### src/rtl/pipe_hazard_ctrl_pkg.sv
// Shared constants, scoreboard slot types and the RAW hazard compare.
package pipe_hazard_ctrl_pkg;

  localparam int REG_W = 5;

  localparam logic [1:0] TUSE_NONE = 2'd3;
  localparam logic [1:0] TNEW_ALU  = 2'd1;
  localparam logic [1:0] TNEW_LOAD = 2'd2;
  localparam logic [1:0] TNEW_ZERO = 2'd0;

  // Producer sitting in E: destination, remaining Tnew, MDU start flags.
  typedef struct packed {
    logic [REG_W-1:0] wa;
    logic [1:0]       tnew;
    logic             md_start;
    logic             md_div;
  } e_slot_t;

  // Producer sitting in M: only destination and remaining Tnew matter.
  typedef struct packed {
    logic [REG_W-1:0] wa;
    logic [1:0]       tnew;
  } m_slot_t;

  // A source stalls when an in-flight producer of it won't be forwardable
  // before the consumer needs it. Register 0 and unused sources never stall.
  function automatic logic raw_hazard(input logic [REG_W-1:0] src,
                                      input logic [1:0]       tuse,
                                      input e_slot_t          e,
                                      input m_slot_t          m);
    raw_hazard = (src != '0) && (tuse != TUSE_NONE) &&
                 (((e.wa == src) && (e.tnew > tuse)) ||
                  ((m.wa == src) && (m.tnew > tuse)));
  endfunction

endpackage

### src/rtl/pipe_hazard_ctrl_md_busy_timer.sv
// MDU busy window: reloads when a mult/div sits in E, counts down after.
module md_busy_timer
  import pipe_hazard_ctrl_pkg::*;
#(
  parameter int MULT_CYC = 5,
  parameter int DIV_CYC  = 10
) (
  input  logic clk,
  input  logic reset,
  input  logic md_start,
  input  logic md_div,
  output logic md_busy
);

  localparam int CW = $clog2(DIV_CYC + 1);

  logic [CW-1:0] md_cnt;

  // Load the op latency as it leaves E; otherwise drain to zero.
  always_ff @(posedge clk or negedge reset) begin
    if (!reset)               md_cnt <= '0;
    else if (md_start)        md_cnt <= md_div ? CW'(DIV_CYC) : CW'(MULT_CYC);
    else if (md_cnt != '0)    md_cnt <= md_cnt - 1'b1;
  end

  // Busy while the op is in E and for the whole countdown.
  assign md_busy = md_start | (md_cnt != '0);

endmodule

### src/rtl/pipe_hazard_ctrl.sv
// Stall/bubble controller for the 5-stage pipeline with shadow E/M scoreboard.
module pipe_hazard_ctrl
  import pipe_hazard_ctrl_pkg::*;
#(
  parameter int MULT_CYC = 5,
  parameter int DIV_CYC  = 10,
  parameter int CNT_W    = 32
) (
  input  logic             clk,
  input  logic             reset,
  input  logic [REG_W-1:0] d_rs,
  input  logic [REG_W-1:0] d_rt,
  input  logic [1:0]       d_tuse_rs,
  input  logic [1:0]       d_tuse_rt,
  input  logic [REG_W-1:0] d_wa,
  input  logic [1:0]       d_tnew,
  input  logic             d_md,
  input  logic             d_md_start,
  input  logic             d_md_div,
  output logic             stall,
  output logic             pc_we,
  output logic             fd_we,
  output logic             de_clr,
  output logic             md_busy,
  output logic [CNT_W-1:0] stall_cnt
);

  e_slot_t e_slot;
  m_slot_t m_slot;
  logic    haz_rs, haz_rt, haz_md;

  md_busy_timer #(.MULT_CYC(MULT_CYC), .DIV_CYC(DIV_CYC)) u_md_timer (
    .clk      (clk),
    .reset    (reset),
    .md_start (e_slot.md_start),
    .md_div   (e_slot.md_div),
    .md_busy  (md_busy)
  );

  // Hazard decision is same-cycle combinational from slot state and D fields.
  always_comb begin
    haz_rs = raw_hazard(d_rs, d_tuse_rs, e_slot, m_slot);
    haz_rt = raw_hazard(d_rt, d_tuse_rt, e_slot, m_slot);
    haz_md = d_md & md_busy;
    stall  = haz_rs | haz_rt | haz_md;
  end

  assign pc_we  = ~stall;
  assign fd_we  = ~stall;
  assign de_clr = stall;

  // E slot takes the D instruction, or a bubble when D is held.
  always_ff @(posedge clk or negedge reset) begin
    if (!reset)     e_slot <= '0;
    else if (stall) e_slot <= '0;
    else            e_slot <= '{wa: d_wa, tnew: d_tnew,
                                md_start: d_md_start, md_div: d_md_div};
  end

  // M slot follows E unconditionally, one cycle closer to forwardable.
  always_ff @(posedge clk or negedge reset) begin
    if (!reset) m_slot <= '0;
    else        m_slot <= '{wa: e_slot.wa,
                            tnew: (e_slot.tnew == TNEW_ZERO) ? TNEW_ZERO
                                                             : e_slot.tnew - 2'd1};
  end

  // Saturating count of stalled cycles.
  always_ff @(posedge clk or negedge reset) begin
    if (!reset)                    stall_cnt <= '0;
    else if (stall && ~&stall_cnt) stall_cnt <= stall_cnt + 1'b1;
  end

endmodule

### config.mk
export PLATFORM = sky130hd
export DESIGN_NAME = pipe_hazard_ctrl
export DESIGN_NICKNAME = d
export VERILOG_FILES = /design/src/rtl/pipe_hazard_ctrl_pkg.sv /design/src/rtl/pipe_hazard_ctrl_md_busy_timer.sv /design/src/rtl/pipe_hazard_ctrl.sv
export SDC_FILE = /design/constraint.sdc
export NUM_CORES = 1
export LEC_CHECK = 0
export CAP_MARGIN = 0
export CORE_MARGIN = 5
export CORE_UTILIZATION = 40
export DETAILED_ROUTE_END_ITERATION = 16
export PLACE_DENSITY = 0.73
export SETUP_SLACK_MARGIN = 0.05
export SYNTH_ARGS = -nofsm -noshare
export SYNTH_HDL_FRONTEND = slang
export SYNTH_SLANG_ARGS = --single-unit
### constraint.sdc
create_clock -name clk -period 5.05 [get_ports clk]
set_input_delay 0.7575 -clock clk [delete_from_list [all_inputs] [get_ports clk]]
set_output_delay 0.7575 -clock clk [all_outputs]
set_load 0.005 [all_outputs]
Word-level counts from Yosys, hierarchy flattened --
Cells that the tools add are included.
Cells by class: add/sub/neg operators 3, order comparisons 4, eq/ne operators 6, muxes and demuxes 5, bitwise logic cells 5, reductions and logical operators 18
Operators by type and width (number):
- 32-bit by 1-bit adder with 32-bit output, second input constant | 1
- 32-bit AND reduction | 1
- 5-bit equality test | 4
- 4-bit two-way mux | 3
- 5-bit nonzero test | 2
- 1-bit logical AND | 9
- 9-bit two-way mux | 1
- 2-bit > comparator | 4
- 2-bit != test, second input constant | 2
- 4-bit nonzero test | 1
- 4-bit by 1-bit subtractor with 4-bit output, second input constant | 1
- 1-bit bitwise OR | 3
- 2-bit logical NOT | 1
- 1-bit logical OR | 2
- 2-bit two-way mux | 1
- 2-bit nonzero test | 1
- 2-bit by 1-bit subtractor with 2-bit output, second input constant | 1
- 1-bit AND | 1
- 1-bit logical NOT | 1
- 1-bit NOT | 1
Storage, ports and cells: flip-flop bits (word level) 52, input bits 26, output and inout port bits 37, logic and storage cells 49

Longest topological paths before layout --
Gate-level depths: netlist of run 1.
word-level depth 7, gate-level depth with buffers 12, gate-level depth less buffers 10

By module --
Synthesis of run 1 repeated with hierarchy kept, for this count alone.
Unflattened totals: cells, all modules 251, area, all modules 2752.6 um^2
By module, submodules not included:
- pipe_hazard_ctrl | instances 1, cells an instance 229, area each 2511.2 um^2, seq. area each 1201.2 um^2
- md_busy_timer | instances 1, cells an instance 22, area each 241.5 um^2, seq. area each 100.1 um^2

Worst setup path after synthesis of run 1 --
OpenSTA, ideal clock, no wires.
path kind in2out, start in d_tuse_rt[1], end out stall, arrival 2.324 ns, required time 4.293 ns, slack 1.968 ns, stages 11, buffers on the path 3, path through inv_1 > ha_1 > nand2_1 > nand4_1 > nor4_1 > o221ai_1 > and3_4 > buf_6 > clkbuf_1 > inv_1 > buf_4
Between the ends: longest elaborated chain between the ends 6, elaborated cells on any way between the ends 10, those cells by class order compare: 2; eq/ne: 1; bitwise: 2; reduce/logical: 5
RTL lines:
- start: declaration | line pipe_hazard_ctrl.sv:14 | input logic [1:0] d_tuse_rt,
- 2-bit > comparator (on tied branches) | line pipe_hazard_ctrl_pkg.sv:32, pipe_hazard_ctrl_pkg.sv:33
- 1-bit logical AND (on tied branches) | line pipe_hazard_ctrl_pkg.sv:32, pipe_hazard_ctrl_pkg.sv:33
- 1-bit logical OR | line pipe_hazard_ctrl_pkg.sv:32 | (((e.wa == src) && (e.tnew > tuse)) ||
- 1-bit logical AND * | line pipe_hazard_ctrl_pkg.sv:31 | raw_hazard = (src != '0) && (tuse != TUSE_NONE) &&
- 1-bit bitwise OR * (2 in series) | line pipe_hazard_ctrl.sv:45 | stall = haz_rs | haz_rt | haz_md;
- end: declaration | line pipe_hazard_ctrl.sv:20 | output logic stall,
Mark *: on every way between the ends. The rest lies on a longest branch, timed or not.

Worst setup path in the final report of run 1 --
start in d_tuse_rt[1], end out de_clr
Between the ends: longest elaborated chain between the ends 6, elaborated cells on any way between the ends 10, those cells by class order compare: 2; eq/ne: 1; bitwise: 2; reduce/logical: 5
RTL lines:
- 2-bit > comparator (on tied branches) | line pipe_hazard_ctrl_pkg.sv:32, pipe_hazard_ctrl_pkg.sv:33
- 1-bit logical AND (on tied branches) | line pipe_hazard_ctrl_pkg.sv:32, pipe_hazard_ctrl_pkg.sv:33
- 1-bit logical OR | line pipe_hazard_ctrl_pkg.sv:32
- 1-bit logical AND * | line pipe_hazard_ctrl_pkg.sv:31
- 1-bit bitwise OR * (2 in series) | line pipe_hazard_ctrl.sv:45
- end: declaration | line pipe_hazard_ctrl.sv:23 | output logic de_clr,
Marked as above.

==> impl_metrics.toml, run 1 <==
[sta]
timing.final.max_slew_violations = 0
relative_slew_margins_pct = 52.2
finalSetupTns_ns = 0
finalHoldViolations = 0
hold_ws_ns = 0.443
period_share_pct = 76.9
setup_viol = 0
tightestPinTransition_ns = 0.714
fin_crit_ns = 3.88
unrepaired_setup_endpoints_after_global_routing = "false"
clock-skew-final_ns = 0.00919
max_freq_mhz = 258

[final_layout]
finalNetCount = 352
multi_input_comb_area_um2 = 1280
num_antenna_cells = 0
fillers = 579
drive_gt1_share_pct = 5.40
area.growth.synth_to_final_pct = 28.9
area.sequential_um2 = 1300

[floorplan]
die_x_um = 91.8
fp.coreArea_um2 = 6420
floorplan.die.height_um = 91.8
initial_core_util_pct = 41.7
fp-row-count = 29
top_level_ports = 63
die_footprint_um2 = 8420

[placement]
buffer_ports.inserted = 62
place.detailed.hpwl_um = 4450
place.gp.congestion = 0.941

[global_route]
grt_first_pass_wirelength_um = 10100
grtUsageTotal_pct = 14.7
overflow = 0
pin_count_of_the_biggest_net_entering_global_routing = 53
number_of_antenna_violations_at_the_first_check_in_global_routing = 0
first_global_vias = 2113

[synth]
post_synth_instance_area_um2 = 2680
proportion_of_synthesized_flip_flops_having_asynchronous_set_or_reset_pct = 100
yosys.cell_count.top_type = "dfrtp_1"
ys_warn_count = 0
synthDominantCellAreaShare_pct = 48.6
synth_seq_area_share_pct = 48.6
synthesis.nets = 290
netlist_top_cells_area = "dfrtp_1 49%, xnor2_1 13%, ha_1 5.1%, nand4_1 4.7%, xor2_1 3.3%"
synth_ff_type = "dfrtp_1"
synthesis.area_per_instance_um2 = 10.6
post_synth_num_cell_types = 36
postSynthCellCount = 253
post-synth-top-area-cell = "dfrtp_1"
ys_top_cells_by_count = "52 x dfrtp_1, 41 x xnor2_1, 22 x nand2_1, 20 x nand4_1"
ys_ff_latch = 52
synth_enable_flop_cells = 0

[critical_path]
worst_setup_path_start_kind = "input port"
crit_family = "buffers and inverters"
worstRegToRegCells = 8
timing.critical_path.slowest_stage_cell = "clkdlybuf4s50_1"
cp.arrival_ns = 3.12
critical_path.max_stage_delay_ns = 0.50
crit_type = "input port to output pin"
cp_cell_sequence = "clkdlybuf4s50_1, inv_1, ha_1, nand2_1, nand4_1, nor4_1, o221ai_1, and3_4, inv_1, clkdlybuf4s50_1"
worstPathMaxFanout = 16
timing.critical_path.depth = 10
required_worst_endpoint_ns = 4.29
worst_setup_path_end_kind = "output pin"
crit_buf_inv = 4

[drt]
drc = 0
routedWlPerCell_um = 15.3
detailedRoute.firstPassIterationCount = 4
iter_0_drt_violations = 74
wirelength_um = 5980
avgViaCountPerCell = 5.22
via_count = 2045
detail_route_antenna_nets = 0

[cts]
clock_tree.root_cell = "clkbuf_8"
resize_count_post_cts = 0
maximum_buffer_depth_of_the_clock_tree = 2
cts_hold_buf = 0
clock_insertion_delay_worst_skew_ns = 0.29
numCtsBuffers = 5
clock_sink_count = 52
cts_tree = "yes"
cts-htree-levels = 2
post_cts.repair.setup_buffers = 0
clk_transition_reported_paths_ns = 0.08

[power]
leakagePower_nw = 1.44
p_per_area_nw_per_um2 = 315
irDropWorstVdd_mv = 0.268

[run]
max-cap-violations = 0

[worst_hold_path]
hold_depth = 1
path_type_of_the_worst_min_delay_path = "register to register"

[run_status]
run_status = "complete, no violations"
-- flip-flops by register name, indices dropped and copies added, names as in the netlist --
register / cells
stall_cnt: 32
e_slot: 9
m_slot: 7
u_md_timer.md_cnt: 4
-- metal layers --
metal / global-route usage (%) / up-vias / share of wire, %
li1: - / 983 / -
met1: 19.4 / 990 / 46
met2: 23.7 / 67 / 47
met3: 4.42 / 5 / 6.2
met4: 3.34 / 0 / 0.94
met5: 0 / - / 0
-- metrics by stage --
stage | util (%) | power (mW) | instance area, um^2 | worst slack (ns) | instances
6_report | 53.7 | 1.09 | 3450 | 1.17 | 392
5_1_grt | 53.7 | 1.15 | 3450 | 1.08 | 392
4_1_cts | 53.7 | 1.10 | 3450 | 1.18 | 392
3_5_place_dp | 52.2 | 0.853 | 3350 | 1.20 | 385
3_3_place_gp | 52.2 | 0.842 | 3350 | 1.29 | 385
2_1_floorplan | - | 0.712 | 2680 | 1.97 | 253
-- worst reg2reg max path, stage by stage (launching register included) --
cell and delay [ns]:
dfrtp_1 0.43, and3_1 0.23, nand3_1 0.26, nor2_1 0.63
nand2_1 0.22, nor3_4 0.30, nor2_1 0.06, buf_4 0.22
mux2_2 0.29
-- cell families after synthesis --
kind of cell	count (synthesis)	share of synthesized area (%)
compound gates	14	3.04
xor+xnor	51	16.7
fa+ha+maj	11	5.14
buf+inv	21	3.60
flops	52	48.6
mux	3	1.26
simple gates	101	21.6
-- cell type report --
cell class / count / share of cell area, %
Clock buffer: 7 / 2.79
Inverter: 12 / 1.31
Multi-Input combinational cell: 180 / 37.1
Sequential cell: 52 / 37.7
Tap cell: 77 / 2.79
Timing Repair Buffer: 64 / 18.3
-- layout by cell type (no fill, tap or decap), drive strengths merged --
cell type | Yosys | routed
nor3b | 1 | 1
and4 | 1 | 1
dfrtp | 52 | 52
xnor2 | 41 | 41
and2 | 10 | 10
or3 | 1 | 1
nand2 | 22 | 22
xor2 | 10 | 10
nor4 | 7 | 7
nor4b | 1 | 1
or4 | 1 | 1
clkdlybuf4s50 | 0 | 61
mux2 | 3 | 3
o21ai | 2 | 2
a22oi | 1 | 1
buf | 5 | 3
and2b | 1 | 1
a21o | 1 | 1
nor3 | 5 | 5
inv | 12 | 12
o221ai | 1 | 1
nor2b | 1 | 1
nand3 | 12 | 12
nor2 | 11 | 11
a21oi | 8 | 8
nand4 | 20 | 20
clkbuf | 4 | 7
ha | 11 | 11
and3 | 6 | 6
o21a | 1 | 1
or4b | 1 | 1
-- worst paths after layout --
check	startpoint	end	slack, ns
worst min register to register	e_slot[2]$_DFF_PN0_	m_slot[0]$_DFF_PN0_	0.44
max in group asynchronous	reset	stall_cnt[29]$_DFFE_PN0P_	4.05
worst max register to register	stall_cnt[3]$_DFFE_PN0P_	stall_cnt[1]$_DFFE_PN0P_	2.29
worst max-delay path	d_tuse_rt[1]	de_clr	1.17
worst min-delay path	e_slot[2]$_DFF_PN0_	m_slot[0]$_DFF_PN0_	0.44
min in group asynchronous	reset	stall_cnt[13]$_DFFE_PN0P_	0.56
-- power breakdown --
part | switching [mW] | internal, mW
registers | 0.0627 | 0.474
clock network | 0.121 | 0.122
logic | 0.135 | 0.171
total | 0.319 | 0.767
No activity file was read; power rests on OpenSTA's default activity.
==> run 2: changes to the inputs <==
--- a/config.mk
+++ b/config.mk
@@ -9,7 +9,7 @@
 export CORE_MARGIN = 5
 export CORE_UTILIZATION = 40
 export DETAILED_ROUTE_END_ITERATION = 16
-export PLACE_DENSITY = 0.73
+export PLACE_DENSITY = 0.76
 export SETUP_SLACK_MARGIN = 0.05
 export SYNTH_ARGS = -nofsm -noshare
 export SYNTH_HDL_FRONTEND = slang
==> constraint.sdc (replaced) <==
create_clock -name clk -period 3.5 [get_ports clk]
set_input_delay 0.525 -clock clk [delete_from_list [all_inputs] [get_ports clk]]
set_output_delay 0.525 -clock clk [all_outputs]
set_load 0.005 [all_outputs]
==> impl_metrics.toml, run 2 (synthesized netlist as in run 1, its figures left out) <==
[global_route]
grtUsageTotal_pct = 14.9
grt_first_pass_wirelength_um = 10200
number_of_antenna_violations_at_the_first_check_in_global_routing = 0
overflow = 0
pin_count_of_the_biggest_net_entering_global_routing = 38
first_global_vias = 2113

[critical_path]
timing.critical_path.depth = 10
cp.arrival_ns = 2.75
crit_family = "buffers and inverters"
timing.critical_path.slowest_stage_cell = "clkdlybuf4s50_1"
worst_setup_path_start_kind = "input port"
cp_cell_sequence = "clkdlybuf4s50_1, inv_1, ha_1, nand2_1, nand4_1, nor4_2, o221ai_1, and3_4, inv_1, clkdlybuf4s50_1"
critical_path.max_stage_delay_ns = 0.49
worstPathMaxFanout = 8
required_worst_endpoint_ns = 2.97
crit_type = "input port to output pin"
worst_setup_path_end_kind = "output pin"
crit_buf_inv = 4
worstRegToRegCells = 11
r2r_slack_ns = 0.96

[cts]
clock_sink_count = 52
numCtsBuffers = 5
clk_transition_reported_paths_ns = 0.09
clock_tree.root_cell = "clkbuf_8"
cts-htree-levels = 2
maximum_buffer_depth_of_the_clock_tree = 2
cts_tree = "yes"
cts_hold_buf = 0
clock_insertion_delay_worst_skew_ns = 0.29

[floorplan]
initial_core_util_pct = 41.7
fp-row-count = 29
fp.coreArea_um2 = 6420
floorplan.die.height_um = 91.8
die_x_um = 91.8
top_level_ports = 63
die_footprint_um2 = 8420

[placement]
place.detailed.hpwl_um = 4400
buffer_ports.inserted = 62
dp_cells = 387
place.gp.congestion = 0.905

[final_layout]
final_common_cell = "clkdlybuf4s50_1"
instances_no_fill = 397
final_cell_mix = "61 x clkdlybuf4s50_1, 52 x dfrtp_1, 41 x xnor2_1, 22 x nand2_1, 20 x nand4_1"
num_antenna_cells = 0
largest_register_ffs = 32
area.sequential_um2 = 1300
registers.top_by_ff_count = "stall_cnt"
fillers = 591
multi_input_comb_area_um2 = 1290
finalNetCount = 357
biggestRegsByFlops = "stall_cnt x32, e_slot x9, m_slot x7"
area.growth.synth_to_final_pct = 30.0
drive_gt1_share_pct = 7.19

[run]
max-cap-violations = 0

[power]
p_per_area_nw_per_um2 = 441
clock_power_share_pct = 20.4
combPwrFrac_pct = 29.2
power.switching_fraction_pct = 29.9
irDropWorstVdd_mv = 0.343
leakagePower_nw = 1.46
intPower_mw = 1.07
share_seq_of_total_power_pct = 50.4
p_sw_mw = 0.459

[drt]
wirelength_um = 5880
detailedRoute.firstPassIterationCount = 4
iter_0_drt_violations = 73
avgViaCountPerCell = 5.09
detail_route_antenna_nets = 0
via_count = 2020
routedWlPerCell_um = 14.8
drc = 0

[sta]
relative_slew_margins_pct = 46.2
setup_viol = 0
finalSetupTns_ns = 0
fin_crit_ns = 3.27
max_freq_mhz = 305
unrepaired_setup_endpoints_after_global_routing = "false"
period_share_pct = 93.6
tightestPinTransition_ns = 0.807
timing.final.max_slew_violations = 0
finalHoldViolations = 0
clock-skew-final_ns = 0.0116

[run_status]
run_status = "complete, no violations"

[worst_hold_path]
path_type_of_the_worst_min_delay_path = "input port to async pin"
[run 2: cell types whose count changed in the layout (fill, tap and decap cells not counted), sizes merged]
cell    previous run  this run
clkbuf             7         6
buf                3         8
clkinv             0         1
[run 2: layout make-up]
type                       instances  share of cell area (%)
timing repair buffer              69                    19.2
clock buffer                       6                    2.09
tap                               77                    2.77
inverter                          12                    1.29
clock inverter                     1                   0.144
multi-input combinational        180                    37.1
sequential                        52                    37.4
[run 2: layer usage]
layer | track usage [%] | part of all wire (%) | vias up
li1 | - | - | 996
met1 | 18.7 | 45 | 972
met2 | 25.7 | 50 | 50
met3 | 4.26 | 5.0 | 2
met4 | 2.97 | 0.36 | 0
met5 | 0 | 0 | -
[run 2: final timing paths]
path,endpoint,start
worst min register to register,m_slot[5]$_DFF_PN0_,e_slot[7]$_DFF_PN0_
worst min-delay path,stall_cnt[15]$_DFFE_PN0P_,reset
worst max register to register,stall_cnt[11]$_DFFE_PN0P_,e_slot[3]$_DFF_PN0_
min in group clk,m_slot[5]$_DFF_PN0_,e_slot[7]$_DFF_PN0_
worst max-delay path,de_clr,d_tuse_rt[1]
max in group asynchronous,stall_cnt[28]$_DFFE_PN0P_,reset
[run 2: power groups by stage]
stage,sequential (mW),clock (mW),combinational [mW]
floorplan,0.770,0,0.257
global placement,0.782,0,0.433
detailed placement,0.786,0,0.442
CTS,0.775,0.328,0.444
global route,0.790,0.345,0.505
finish,0.773,0.312,0.448
[run 2: per-stage QoR]
| stage | setup slack, ns | utilization [%] | power [mW] | area (um^2) | hold WS [ns] |
|---|---|---|---|---|---|
| 3_5_place_dp | 0.144 | 52.4 | 1.23 | 3370 | 0.429 |
| 6_report | 0.225 | 54.2 | 1.53 | 3480 | 0.302 |
| 3_3_place_gp | 0.175 | 52.4 | 1.21 | 3370 | 0.421 |
| 2_1_floorplan | 0.883 | - | 1.03 | 2680 | 0.229 |
| 5_1_grt | 0.0957 | 54.2 | 1.64 | 3480 | 0.396 |
| 4_1_cts | 0.137 | 53.6 | 1.55 | 3440 | 0.343 |
[run 2: repair_timing]
action,4_1_cts,5_1_grt
gates resized for setup,0,2
setup endpoints to repair,0,2
hold endpoints to repair,0,0
buffers inserted,0,3
==> run 3: changes to the inputs <==
--- a/config.mk
+++ b/config.mk
@@ -10,7 +10,8 @@
 export CORE_UTILIZATION = 40
 export DETAILED_ROUTE_END_ITERATION = 16
 export PLACE_DENSITY = 0.76
-export SETUP_SLACK_MARGIN = 0.05
+export RECOVER_POWER = 25
+export SETUP_SLACK_MARGIN = 0.02
 export SYNTH_ARGS = -nofsm -noshare
 export SYNTH_HDL_FRONTEND = slang
 export SYNTH_SLANG_ARGS = --single-unit
==> impl_metrics.toml, run 3 (synthesized netlist as in run 1, its figures left out) <==
[sta]
unrepaired_setup_endpoints_after_global_routing = "false"
tightestPinTransition_ns = 1.92
finalHoldViolations = 0
relative_slew_margins_pct = -28.1
max_freq_mhz = 297
finalSetupTns_ns = 0
fin_crit_ns = 3.37
setup_viol = 0
timing.final.max_slew_violations = 38
crit_path_setup_slack_layout_ns = 0.128
clock-skew-final_ns = 0.0121
period_share_pct = 96.3

[final_layout]
final_cell_mix = "61 x clkdlybuf4s50_1, 52 x dfrtp_1, 41 x xnor2_1, 22 x nand2_1, 20 x nand4_1"
num_antenna_cells = 0
finalNetCount = 354
fillers = 592
registers.top_by_ff_count = "stall_cnt"
largest_register_ffs = 32
final_common_cell = "clkdlybuf4s50_1"
drive_gt1_share_pct = 5.99
biggestRegsByFlops = "stall_cnt x32, e_slot x9, m_slot x7"
area.growth.synth_to_final_pct = 29.1

[worst_hold_path]
path_type_of_the_worst_min_delay_path = "register to register"
timing.hold.worst_endpoint = "m_slot[5]$_DFF_PN0_"
startpoint_of_the_tightest_hold_check_path = "e_slot[7]$_DFF_PN0_"
hold_depth = 0

[floorplan]
fp.coreArea_um2 = 6420
floorplan.die.height_um = 91.8
die_footprint_um2 = 8420
initial_core_util_pct = 41.7
die_x_um = 91.8
top_level_ports = 63
fp-row-count = 29

[drt]
routedWlPerCell_um = 14.8
via_count = 1993
wirelength_um = 5830
detailedRoute.firstPassIterationCount = 4
iter_0_drt_violations = 67
avgViaCountPerCell = 5.06
drc = 0
detail_route_antenna_nets = 0

[cts]
cts-htree-levels = 2
clk_transition_reported_paths_ns = 0.08
clock_insertion_delay_worst_skew_ns = 0.29
clock_sink_count = 52
cts_tree = "yes"
clock_tree.root_cell = "clkbuf_8"
cts_hold_buf = 0
maximum_buffer_depth_of_the_clock_tree = 2
numCtsBuffers = 5

[power]
leakagePower_nw = 1.44
irDropWorstVdd_mv = 0.343
intPower_mw = 1.07
combPwrFrac_pct = 28.7
power.switching_fraction_pct = 30.0
share_seq_of_total_power_pct = 50.8
clock_power_share_pct = 20.6
p_sw_mw = 0.457
p_per_area_nw_per_um2 = 441

[placement]
place.gp.congestion = 0.905
place.detailed.hpwl_um = 4400
detailedPlace.worstSlack_ns = 0.144
buffer_ports.inserted = 62

[critical_path]
worst_setup_path_end_kind = "output pin"
crit_type = "input port to output pin"
worstRegToRegCells = 10
regToRegStartpoint = "m_slot[1]$_DFF_PN0_"
worstPathMaxFanout = 16
worst_setup_path_start_kind = "input port"
reg2reg_to = "stall_cnt[11]$_DFFE_PN0P_"
cp_cell_sequence = "clkdlybuf4s50_1, inv_1, ha_1, nand2_1, nand4_1, nor4_2, o221ai_1, and3_4, inv_1, clkdlybuf4s50_1"
timing.critical_path.slowest_stage_cell = "clkdlybuf4s50_1"
cp.arrival_ns = 2.85
r2r_slack_ns = 1.04
critical_path.max_stage_delay_ns = 0.49
required_worst_endpoint_ns = 2.97

[run_status]
violations_in_the_final_reports = "capacitance limit, slew limit"
run_status = "finished with violations"

[global_route]
first_global_vias = 2113
grtUsageTotal_pct = 14.9
overflow = 0
number_of_antenna_violations_at_the_first_check_in_global_routing = 0
pin_count_of_the_biggest_net_entering_global_routing = 38
grt_first_pass_wirelength_um = 10200

[run]
max-cap-violations = 1
-- run 3: cell count changes in the layout (fill, tap and decap cells not counted), sizes merged --
cell	change
buf	-4
clkbuf	+1
-- run 3: worst max path at each step --
stage	startpoint	end	slack, ns	cells after the start
after floorplan	d_tuse_rt[1]	stall	0.88	11
after global placement	d_tuse_rt[1]	de_clr	0.17	10
after detailed placement	d_tuse_rt[1]	de_clr	0.14	10
after CTS	d_tuse_rt[1]	de_clr	0.14	10
after global routing	d_tuse_rt[1]	stall	0.03	10
final	d_tuse_rt[1]	de_clr	0.13	10
-- run 3: per-stage QoR --
| stage | cell area (um^2) | utilization [%] | hold WS [ns] | total power [mW] | std cells |
|---|---|---|---|---|---|
| after detailed placement | 3370 | 52.4 | 0.429 | 1.23 | 387 |
| after CTS | 3440 | 53.6 | 0.343 | 1.55 | 394 |
| after floorplan | 2680 | - | 0.229 | 1.03 | 253 |
| final | 3450 | 53.8 | 0.442 | 1.52 | 394 |
| after global placement | 3370 | 52.4 | 0.421 | 1.21 | 387 |
| after global routing | 3450 | 53.8 | 0.463 | 1.63 | 394 |
-- run 3: metal layers --
metal | GRT usage [%] | share of wire (%) | vias to the layer above
met5 | 0 | 0 | -
li1 | - | - | 992
met4 | 2.97 | 0.36 | 0
met2 | 25.7 | 50 | 45
met1 | 18.7 | 45 | 954
met3 | 4.26 | 4.9 | 2
-- run 3: power groups by stage --
stage	clock, mW	sequential (mW)	combinational [mW]
floorplan	0	0.770	0.257
global placement	0	0.782	0.433
detailed placement	0	0.786	0.442
CTS	0.328	0.775	0.444
global route	0.345	0.790	0.494
finish	0.313	0.773	0.437
-- run 3: area by class of cell --
cell class	instances	area (um^2)	area share [%]
flip-flops and latches	52	1300	37.7
multi-input cells	180	1290	37.3
repair buffers	66	644	18.7
well taps	77	96.3	2.79
clock buffers	6	72.6	2.10
inverters	12	45.0	1.30
clock inverters	1	5.00	0.145
-- run 3: critical path: cells and delay by family --
family          cells  cell delay (ns)
simple gates        4             0.74
fa+ha+maj           1             0.30
buf+inv             4             1.11
compound gates      1             0.16
-- run 3: timing repair --
item / 4_1_cts / 5_1_grt
setup buffers: 0 / 0
resized for setup: 0 / 2
setup endpoints to repair: 0 / 2
